<file path="config.mk">
export PLATFORM = sky130hd
export DESIGN_NAME = commit_trace_queue
export DESIGN_NICKNAME = d
export VERILOG_FILES = /design/src/rtl/commit_trace_queue.sv
export SDC_FILE = /design/constraint.sdc
export NUM_CORES = 2
export LEC_CHECK = 0
export ABC_AREA = 1
export BUFFER_PORTS_ARGS = -buffer_cell sky130_fd_sc_hd__buf_4
export CORE_MARGIN = 4
export CORE_UTILIZATION = 54
export DETAILED_ROUTE_END_ITERATION = 16
export PLACE_DENSITY_LB_ADDON = 0.05
export SLEW_MARGIN = 40
export SYNTH_ARGS = -nofsm -noshare
export SYNTH_HDL_FRONTEND = slang
export SYNTH_SLANG_ARGS = --single-unit
</file>
<file path="constraint.sdc">
create_clock -name clock -period 11.65 [get_ports clock]
set_input_delay 1.7475 -clock clock [delete_from_list [all_inputs] [get_ports clock]]
set_output_delay 1.7475 -clock clock [all_outputs]
set_load 0.02 [all_outputs]
</file>
<file path="src/rtl/commit_trace_queue.sv">
// Multi-lane retire-event buffer: packs up to COMMITS retired instructions per cycle into
// a tagged FIFO and drains one entry per cycle to the cosim checker (first-word-fall-through).
module commit_trace_queue #(
    parameter int COMMITS = 2,
    parameter int XLEN    = 64,
    parameter int ILEN    = 32,
    parameter int DEPTH   = 16,
    parameter int SEQ_W   = 32,
    parameter int CNT_W   = 64
) (
    input  logic                      clock,
    input  logic                      reset,
    input  logic                      clear,
    input  logic [COMMITS-1:0]        in_valid,
    input  logic [COMMITS*XLEN-1:0]   in_pc,
    input  logic [COMMITS*ILEN-1:0]   in_insn,
    output logic                      out_valid,
    input  logic                      out_ready,
    output logic [XLEN-1:0]           out_pc,
    output logic [ILEN-1:0]           out_insn,
    output logic [SEQ_W-1:0]          out_seq,
    output logic [$clog2(DEPTH):0]    occupancy,
    output logic [$clog2(DEPTH):0]    high_water,
    output logic                      overflow,
    output logic [CNT_W-1:0]          enq_cnt,
    output logic [CNT_W-1:0]          drop_cnt,
    output logic [CNT_W-1:0]          stall_cnt
);

    localparam int OCC_W  = $clog2(DEPTH) + 1;
    localparam int PTR_W  = (DEPTH > 1) ? $clog2(DEPTH) : 1;
    localparam int LANE_W = $clog2(COMMITS + 1);
    localparam logic [PTR_W-1:0] PTR_MASK = PTR_W'(DEPTH - 1);

    // NOTE: the entry storage has no reset; out_* never expose it while empty, so
    // clearing it would only cost reset fan-out.
    logic [XLEN-1:0]  pc_mem   [DEPTH];
    logic [ILEN-1:0]  insn_mem [DEPTH];
    logic [SEQ_W-1:0] seq_mem  [DEPTH];

    logic [PTR_W-1:0] wr_ptr_q, wr_ptr_d, rd_ptr_q, rd_ptr_d;
    logic [OCC_W-1:0] occ_q, occ_d, hw_q, hw_d;
    logic [SEQ_W-1:0] next_seq_q, next_seq_d;
    logic             ovf_q, ovf_d;
    logic [CNT_W-1:0] enq_q, enq_d, drop_q, drop_d, stall_q, stall_d;
    logic [XLEN-1:0]  last_pc_q, last_pc_d;
    logic [ILEN-1:0]  last_insn_q, last_insn_d;
    logic [SEQ_W-1:0] last_seq_q, last_seq_d;

    logic [LANE_W-1:0] n;
    logic [LANE_W-1:0] lane_off [COMMITS];
    logic [PTR_W-1:0]  wr_addr  [COMMITS];
    logic [OCC_W:0]    free_slots;
    logic              deq, fits, accept, drop;

    function automatic logic [CNT_W-1:0] sat_add(input logic [CNT_W-1:0] a,
                                                 input logic [LANE_W-1:0] b);
        logic [CNT_W:0] sum;
        sum = {1'b0, a} + (CNT_W+1)'(b);
        return sum[CNT_W] ? '1 : sum[CNT_W-1:0];
    endfunction

    // Each valid lane's slot offset is the number of valid lanes below it.
    always_comb begin
        // NOTE: every always_comb output gets a default before any branch, so no latch is inferred.
        n = '0;
        for (int i = 0; i < COMMITS; i++) begin
            lane_off[i] = n;
            wr_addr[i]  = (wr_ptr_q + PTR_W'(n)) & PTR_MASK;
            n           = n + LANE_W'(in_valid[i]);
        end
    end

    assign out_valid  = (occ_q != '0);
    assign deq        = out_valid && out_ready;
    assign free_slots = (OCC_W+1)'(DEPTH) - {1'b0, occ_q} + (OCC_W+1)'(deq);
    assign fits       = ((OCC_W+1)'(n) <= free_slots);
    assign accept     = !clear && fits;
    assign drop       = !clear && !fits;

    always_comb begin
        wr_ptr_d    = wr_ptr_q;
        rd_ptr_d    = rd_ptr_q;
        occ_d       = occ_q;
        next_seq_d  = next_seq_q;
        ovf_d       = ovf_q;
        enq_d       = enq_q;
        drop_d      = drop_q;
        stall_d     = stall_q;
        last_pc_d   = out_valid ? pc_mem[rd_ptr_q]   : last_pc_q;
        last_insn_d = out_valid ? insn_mem[rd_ptr_q] : last_insn_q;
        last_seq_d  = out_valid ? seq_mem[rd_ptr_q]  : last_seq_q;

        if (clear) begin
            wr_ptr_d = '0;
            rd_ptr_d = '0;
            occ_d    = '0;
            ovf_d    = 1'b0;
        end else begin
            rd_ptr_d = (rd_ptr_q + PTR_W'(deq)) & PTR_MASK;
            occ_d    = occ_q - OCC_W'(deq);
            if (accept) begin
                wr_ptr_d   = (wr_ptr_q + PTR_W'(n)) & PTR_MASK;
                occ_d      = occ_q - OCC_W'(deq) + OCC_W'(n);
                next_seq_d = next_seq_q + SEQ_W'(n);
                enq_d      = sat_add(enq_q, n);
            end
            if (drop) begin
                ovf_d  = 1'b1;
                drop_d = sat_add(drop_q, n);
            end
            if (out_valid && !out_ready) begin
                stall_d = sat_add(stall_q, LANE_W'(1));
            end
        end
        hw_d = (occ_d > hw_q) ? occ_d : hw_q;
    end

    // NOTE: sequential state uses non-blocking assignments so every register samples pre-edge values.
    always_ff @(posedge clock or negedge reset) begin
        if (!reset) begin
            wr_ptr_q    <= '0;
            rd_ptr_q    <= '0;
            occ_q       <= '0;
            hw_q        <= '0;
            next_seq_q  <= '0;
            ovf_q       <= 1'b0;
            enq_q       <= '0;
            drop_q      <= '0;
            stall_q     <= '0;
            last_pc_q   <= '0;
            last_insn_q <= '0;
            last_seq_q  <= '0;
        end else begin
            wr_ptr_q    <= wr_ptr_d;
            rd_ptr_q    <= rd_ptr_d;
            occ_q       <= occ_d;
            hw_q        <= hw_d;
            next_seq_q  <= next_seq_d;
            ovf_q       <= ovf_d;
            enq_q       <= enq_d;
            drop_q      <= drop_d;
            stall_q     <= stall_d;
            last_pc_q   <= last_pc_d;
            last_insn_q <= last_insn_d;
            last_seq_q  <= last_seq_d;
        end
    end

    always_ff @(posedge clock) begin
        if (accept) begin
            for (int i = 0; i < COMMITS; i++) begin
                if (in_valid[i]) begin
                    pc_mem[wr_addr[i]]   <= in_pc[i*XLEN +: XLEN];
                    insn_mem[wr_addr[i]] <= in_insn[i*ILEN +: ILEN];
                    seq_mem[wr_addr[i]]  <= next_seq_q + SEQ_W'(lane_off[i]);
                end
            end
        end
    end

    // While empty the head holds whatever was last presented.
    assign out_pc     = out_valid ? pc_mem[rd_ptr_q]   : last_pc_q;
    assign out_insn   = out_valid ? insn_mem[rd_ptr_q] : last_insn_q;
    assign out_seq    = out_valid ? seq_mem[rd_ptr_q]  : last_seq_q;
    assign occupancy  = occ_q;
    assign high_water = hw_q;
    assign overflow   = ovf_q;
    assign enq_cnt    = enq_q;
    assign drop_cnt   = drop_q;
    assign stall_cnt  = stall_q;

endmodule

</file>
==> run summary <==
The run finished with clean final reports. At the worst endpoint, the arrival time is 7.63 ns. Once layout is done, the placed cells without fillers occupy 0.137 mm². The netlist area before placement is 0.124 mm². The initial antenna violation count is 23. The maximum number of buffers from clock root to sink is 4. Walking the worst path, the cells encountered are nor2_4 > nand3_4 > nand2_1 > ha_1 > inv_1 > ha_1 > inv_1 > ha_1 > inv_1 > nor2_1 > nor2_1 > nand3_1 > nor2_4 > nand2_4 > nand3_4 > inv_2 > nand2_1 > nand2_4 > buf_4 > buf_4. The average footprint of a synthesized cell is 8.65 µm². The floorplan step set the die width to between 400 and 500 µm. TritonCTS built the clock tree. The number of global-route vias before repair is 99900. The die outline height is 488 µm. Ranked by total cell area, the synthesized netlist is headed by sky130_fd_sc_hd__edfxtp_1 (50%), sky130_fd_sc_hd__nand2_1 (13%), sky130_fd_sc_hd__o21ai_0 (9.8%), sky130_fd_sc_hd__dfrtp_1 (7.5%), sky130_fd_sc_hd__nor2_1 (4.5%). Synthesis produced 14400 cells. The clock slew at the register clock pins of the worst setup and hold paths is around 0.06 ns.

The routed wirelength normalized by instance count came out at 24.5 µm. The path class of the tightest hold or removal check is register to register. The global-route wire length before repair came out at approximately 630 mm.

The setup total negative slack is 0 ns. For this design the static power due to leakage is ~50 nW. The effective utilization at floorplan came out at 0.544.

The switching part of the total power came out at 0.377. The synthesis-stage register bit count came out at 2419. The final standard cell count with taps included and fillers excluded is approximately 17000. The count of nets left with antenna violations after detail routing came out at 0. The total power consumption of the routed design came out at 0.0290 W. The primary flip-flop cell chosen by synthesis mapping is sky130_fd_sc_hd__edfxtp_1. The DRC violation total after the first TritonRoute iteration is 14100. The actual transition at the worst max-transition pin came out at 1.09 ns. Based on the critical path, the design can be clocked at up to around 140 MHz. The stage delay of the slowest cell on the critical path is a little under 0.8 ns.

Clock tree synthesis selected as its root buffer the cell sky130_fd_sc_hd__clkbuf_16. The share of total power dissipated in sequential elements is 0.373. The final-report hold violation count is 0. The total placed instance area came out at 0.128 mm².

Entering global routing, the biggest net connects around 180 pins. The weighted congestion reported at the end of routability-driven placement is roughly 0.9. The final routed DRC violation total came out at 0. In the finished design, the share of the clock period the worst path needs comes to 0.608. The endpoint required time on the critical path came out at 12.21 ns. The post-detailed-routing wire length came out at 423 mm. Dividing the detail-routed via count by the number of cells gives 6.16. The die covers 0.238 mm². The global-route congestion overflow total is 0. The maximum fanout count along the critical path is 30. The total iterations of the first detailed-routing run came out at 7. The number of buffers inserted for hold repair after clock tree synthesis came out at 0.

The number of pins with negative max-slew slack in the final report came out at 0. The number of nets in the synthesized netlist is 14600. The number of warnings issued by yosys came out at 0. The fraction of layout cells with a size suffix above 1 is 0.0821.

The normalized max-slew margin is 0.273. Leaving out fill and tap cells, the most frequent cells in the layout are sky130_fd_sc_hd__nand2_1 (4145), sky130_fd_sc_hd__o21ai_0 (2441), sky130_fd_sc_hd__edfxtp_1 (2048), sky130_fd_sc_hd__nor2_1 (1474), sky130_fd_sc_hd__o21ai_1 (666). Subtracting the final worst setup slack from the clock period gives 7.08 ns. The buffer count from post-CTS setup fixing is 0. The maximum resistive drop on vdd is 0.000180 V. The count of maximum capacitance violations is 0.

The area inside the core boundary is 0.228 mm². The critical path is of the register to register type. The count of different cell masters after synthesis came out at 45. Setup repair after global routing left no endpoint under its margin.

In this run, post-CTS repair resized a total of 0 instances. The number of nets in the layout came out at 14300. The number of port buffers came out at approximately 530. The count of pins on the block boundary is 530.

STA classifies the critical path endpoint as a register. The combinational fraction of design power came out at 0.334. The fraction of registers with async set or reset after synthesis came out at 0.153. STA classifies the critical path startpoint as a register. The worst slack on hold paths came out at 0.472 ns. The clock latency of the later-clocked register in the worst-skew pair is 0.94 ns. The net load switching power is ~0.011 W. The CTS H-tree depth is 5. The combined global-route utilization of all metal layers came out at 0.347. Counting the fill cells in the layout gives 19900. For this block, the via count after detailed routing is 106000. Dividing total power by cell area gives a power density of 211 mW/mm². The instance count after placement with tap cells included is 16800. The sequential area share after synthesis came out at 0.570. The top cell type's share of synthesized area is 0.495. Leaving out fill and tap cells, the most frequent cell in the layout is sky130_fd_sc_hd__nand2_1. sky130_fd_sc_hd__edfxtp_1 takes more of the synthesized area than any other cell.

The slowest cell on the critical path is sky130_fd_sc_hd__inv_2. The placement row count is 175. Detailed placement ended at an HPWL of 239 mm. The internal power of the cells totals ~0.018 W. The area growth from synthesis to final layout came out at 10.7%.

The number of synthesized flops with an enable pin came out at 2048. The worst clock skew on the final layout came out at between 0.04 and 0.05 ns. The number of setup violations in the final report came out at 0. Counting the buffers created by CTS gives 285. The total number of clock tree sinks came out at 2419. The clock group share of total power came out at 0.293.
metrics by stage:
stage / setup slack, ns / util
after floorplan: 4.65 / -
after global placement: 4.23 / 0.560
after detailed placement: 4.36 / 0.563
after CTS: 4.54 / 0.601
after global routing: 4.30 / 0.602
final: 4.57 / 0.602
area by class of cell:
type                    count  area (µm²)  share of cell area
flip-flops and latches   2419       70800               0.515
multi-input cells       10200       46500               0.338
clock buffers             408        8030              0.0585
repair buffers            694        6130              0.0446
well taps                3009        3760              0.0274
inverters                 414        1600              0.0117
clock inverters            80         583             0.00424
diodes                     12        30.0            0.000219
cell usage after synthesis (3+ instances only):
library cell                  n
sky130_fd_sc_hd__or2_2       15
sky130_fd_sc_hd__buf_1      123
sky130_fd_sc_hd__fa_1         5
sky130_fd_sc_hd__xor2_1      70
sky130_fd_sc_hd__buf_2      201
sky130_fd_sc_hd__o21ai_1    666
sky130_fd_sc_hd__clkinv_1     8
sky130_fd_sc_hd__nand2_4     11
sky130_fd_sc_hd__edfxtp_1  2048
sky130_fd_sc_hd__buf_6       58
sky130_fd_sc_hd__o22ai_1    456
sky130_fd_sc_hd__nor2_8       9
sky130_fd_sc_hd__o21ai_0   2441
sky130_fd_sc_hd__o31ai_1      9
sky130_fd_sc_hd__xnor2_1     33
sky130_fd_sc_hd__ha_1        30
sky130_fd_sc_hd__nand3_1    608
sky130_fd_sc_hd__nand3b_1    24
sky130_fd_sc_hd__nor4_1       3
sky130_fd_sc_hd__nor2_1    1475
sky130_fd_sc_hd__o221ai_1    20
sky130_fd_sc_hd__nor3_1      35
sky130_fd_sc_hd__buf_4       63
sky130_fd_sc_hd__o211ai_1    20
sky130_fd_sc_hd__dfrtp_1    371
sky130_fd_sc_hd__clkbuf_1   856
sky130_fd_sc_hd__and2_1       6
sky130_fd_sc_hd__a21oi_1     24
sky130_fd_sc_hd__nor2_2      14
sky130_fd_sc_hd__nand4_1     78
sky130_fd_sc_hd__nand2_1   4162
sky130_fd_sc_hd__inv_1      404
sequential cells by signal, summed over array words and instances, names as in the netlist, 5 cells and up:
| name | flops |
|---|---|
| stall_cnt | 64 |
| high_water | 5 |
| drop_cnt | 64 |
| last_pc_q | 64 |
| next_seq_q | 32 |
| enq_cnt | 64 |
| insn_mem | 512 |
| pc_mem | 1024 |
| seq_mem | 512 |
| last_insn_q | 32 |
| last_seq_q | 32 |
| occupancy | 5 |
per-layer routing:
metal / global-route usage / wire length [µm] / part of all wire
met5: 0 / 134 / 0.00032
met4: 0.131 / 16200 / 0.038
met3: 0.0618 / 47100 / 0.11
met2: 0.549 / 194000 / 0.46
met1: 0.479 / 166000 / 0.39
final timing paths:
check                      cells after the start              to  slack (ns)      startpoint
max in group asynchronous                      3     rd_ptr_q[3]        9.19           reset
min reg2reg                                    2  last_seq_q[16]        0.47  last_seq_q[16]
max                                           20   seq_mem[3][3]        4.57    occupancy[2]
min in group asynchronous                      1   last_pc_q[39]        0.68           reset
max reg2reg                                   20   seq_mem[3][3]        4.57    occupancy[2]
min                                            2  last_seq_q[16]        0.47  last_seq_q[16]
worst max-delay path, delay by kind of cell (launching register included):
| kind | cells | cell delay [ns] |
|---|---|---|
| DFF | 1 | 0.48 |
| and+or+nand+nor | 11 | 3.28 |
| adders and majority gates | 3 | 0.77 |
| buffers and inverters | 6 | 2.07 |
logic make-up (layout without fill, tap and decap cells):
kind of cell	count (synthesis)	count (layout)	share of synthesized area
other	0	12	0
buffers and inverters	1716	1596	0.0594
xor gates and xnor gates	105	105	0.00753
AOI/OAI and AO/OA	3639	3639	0.152
DFF	2419	2419	0.570
adders and majority gates	35	35	0.00383
and+or+nand+nor	6450	6450	0.207
power groups by stage:
stage	clock network [W]	registers, W	logic (W)
floorplan	0	0.0110	0.00576
global placement	0	0.0109	0.00933
detailed placement	0	0.0110	0.00953
CTS	0.00857	0.0108	0.00955
global route	0.00892	0.0109	0.0104
finish	0.00849	0.0108	0.00966
Note: power is estimated with default switching activity, not from simulation.
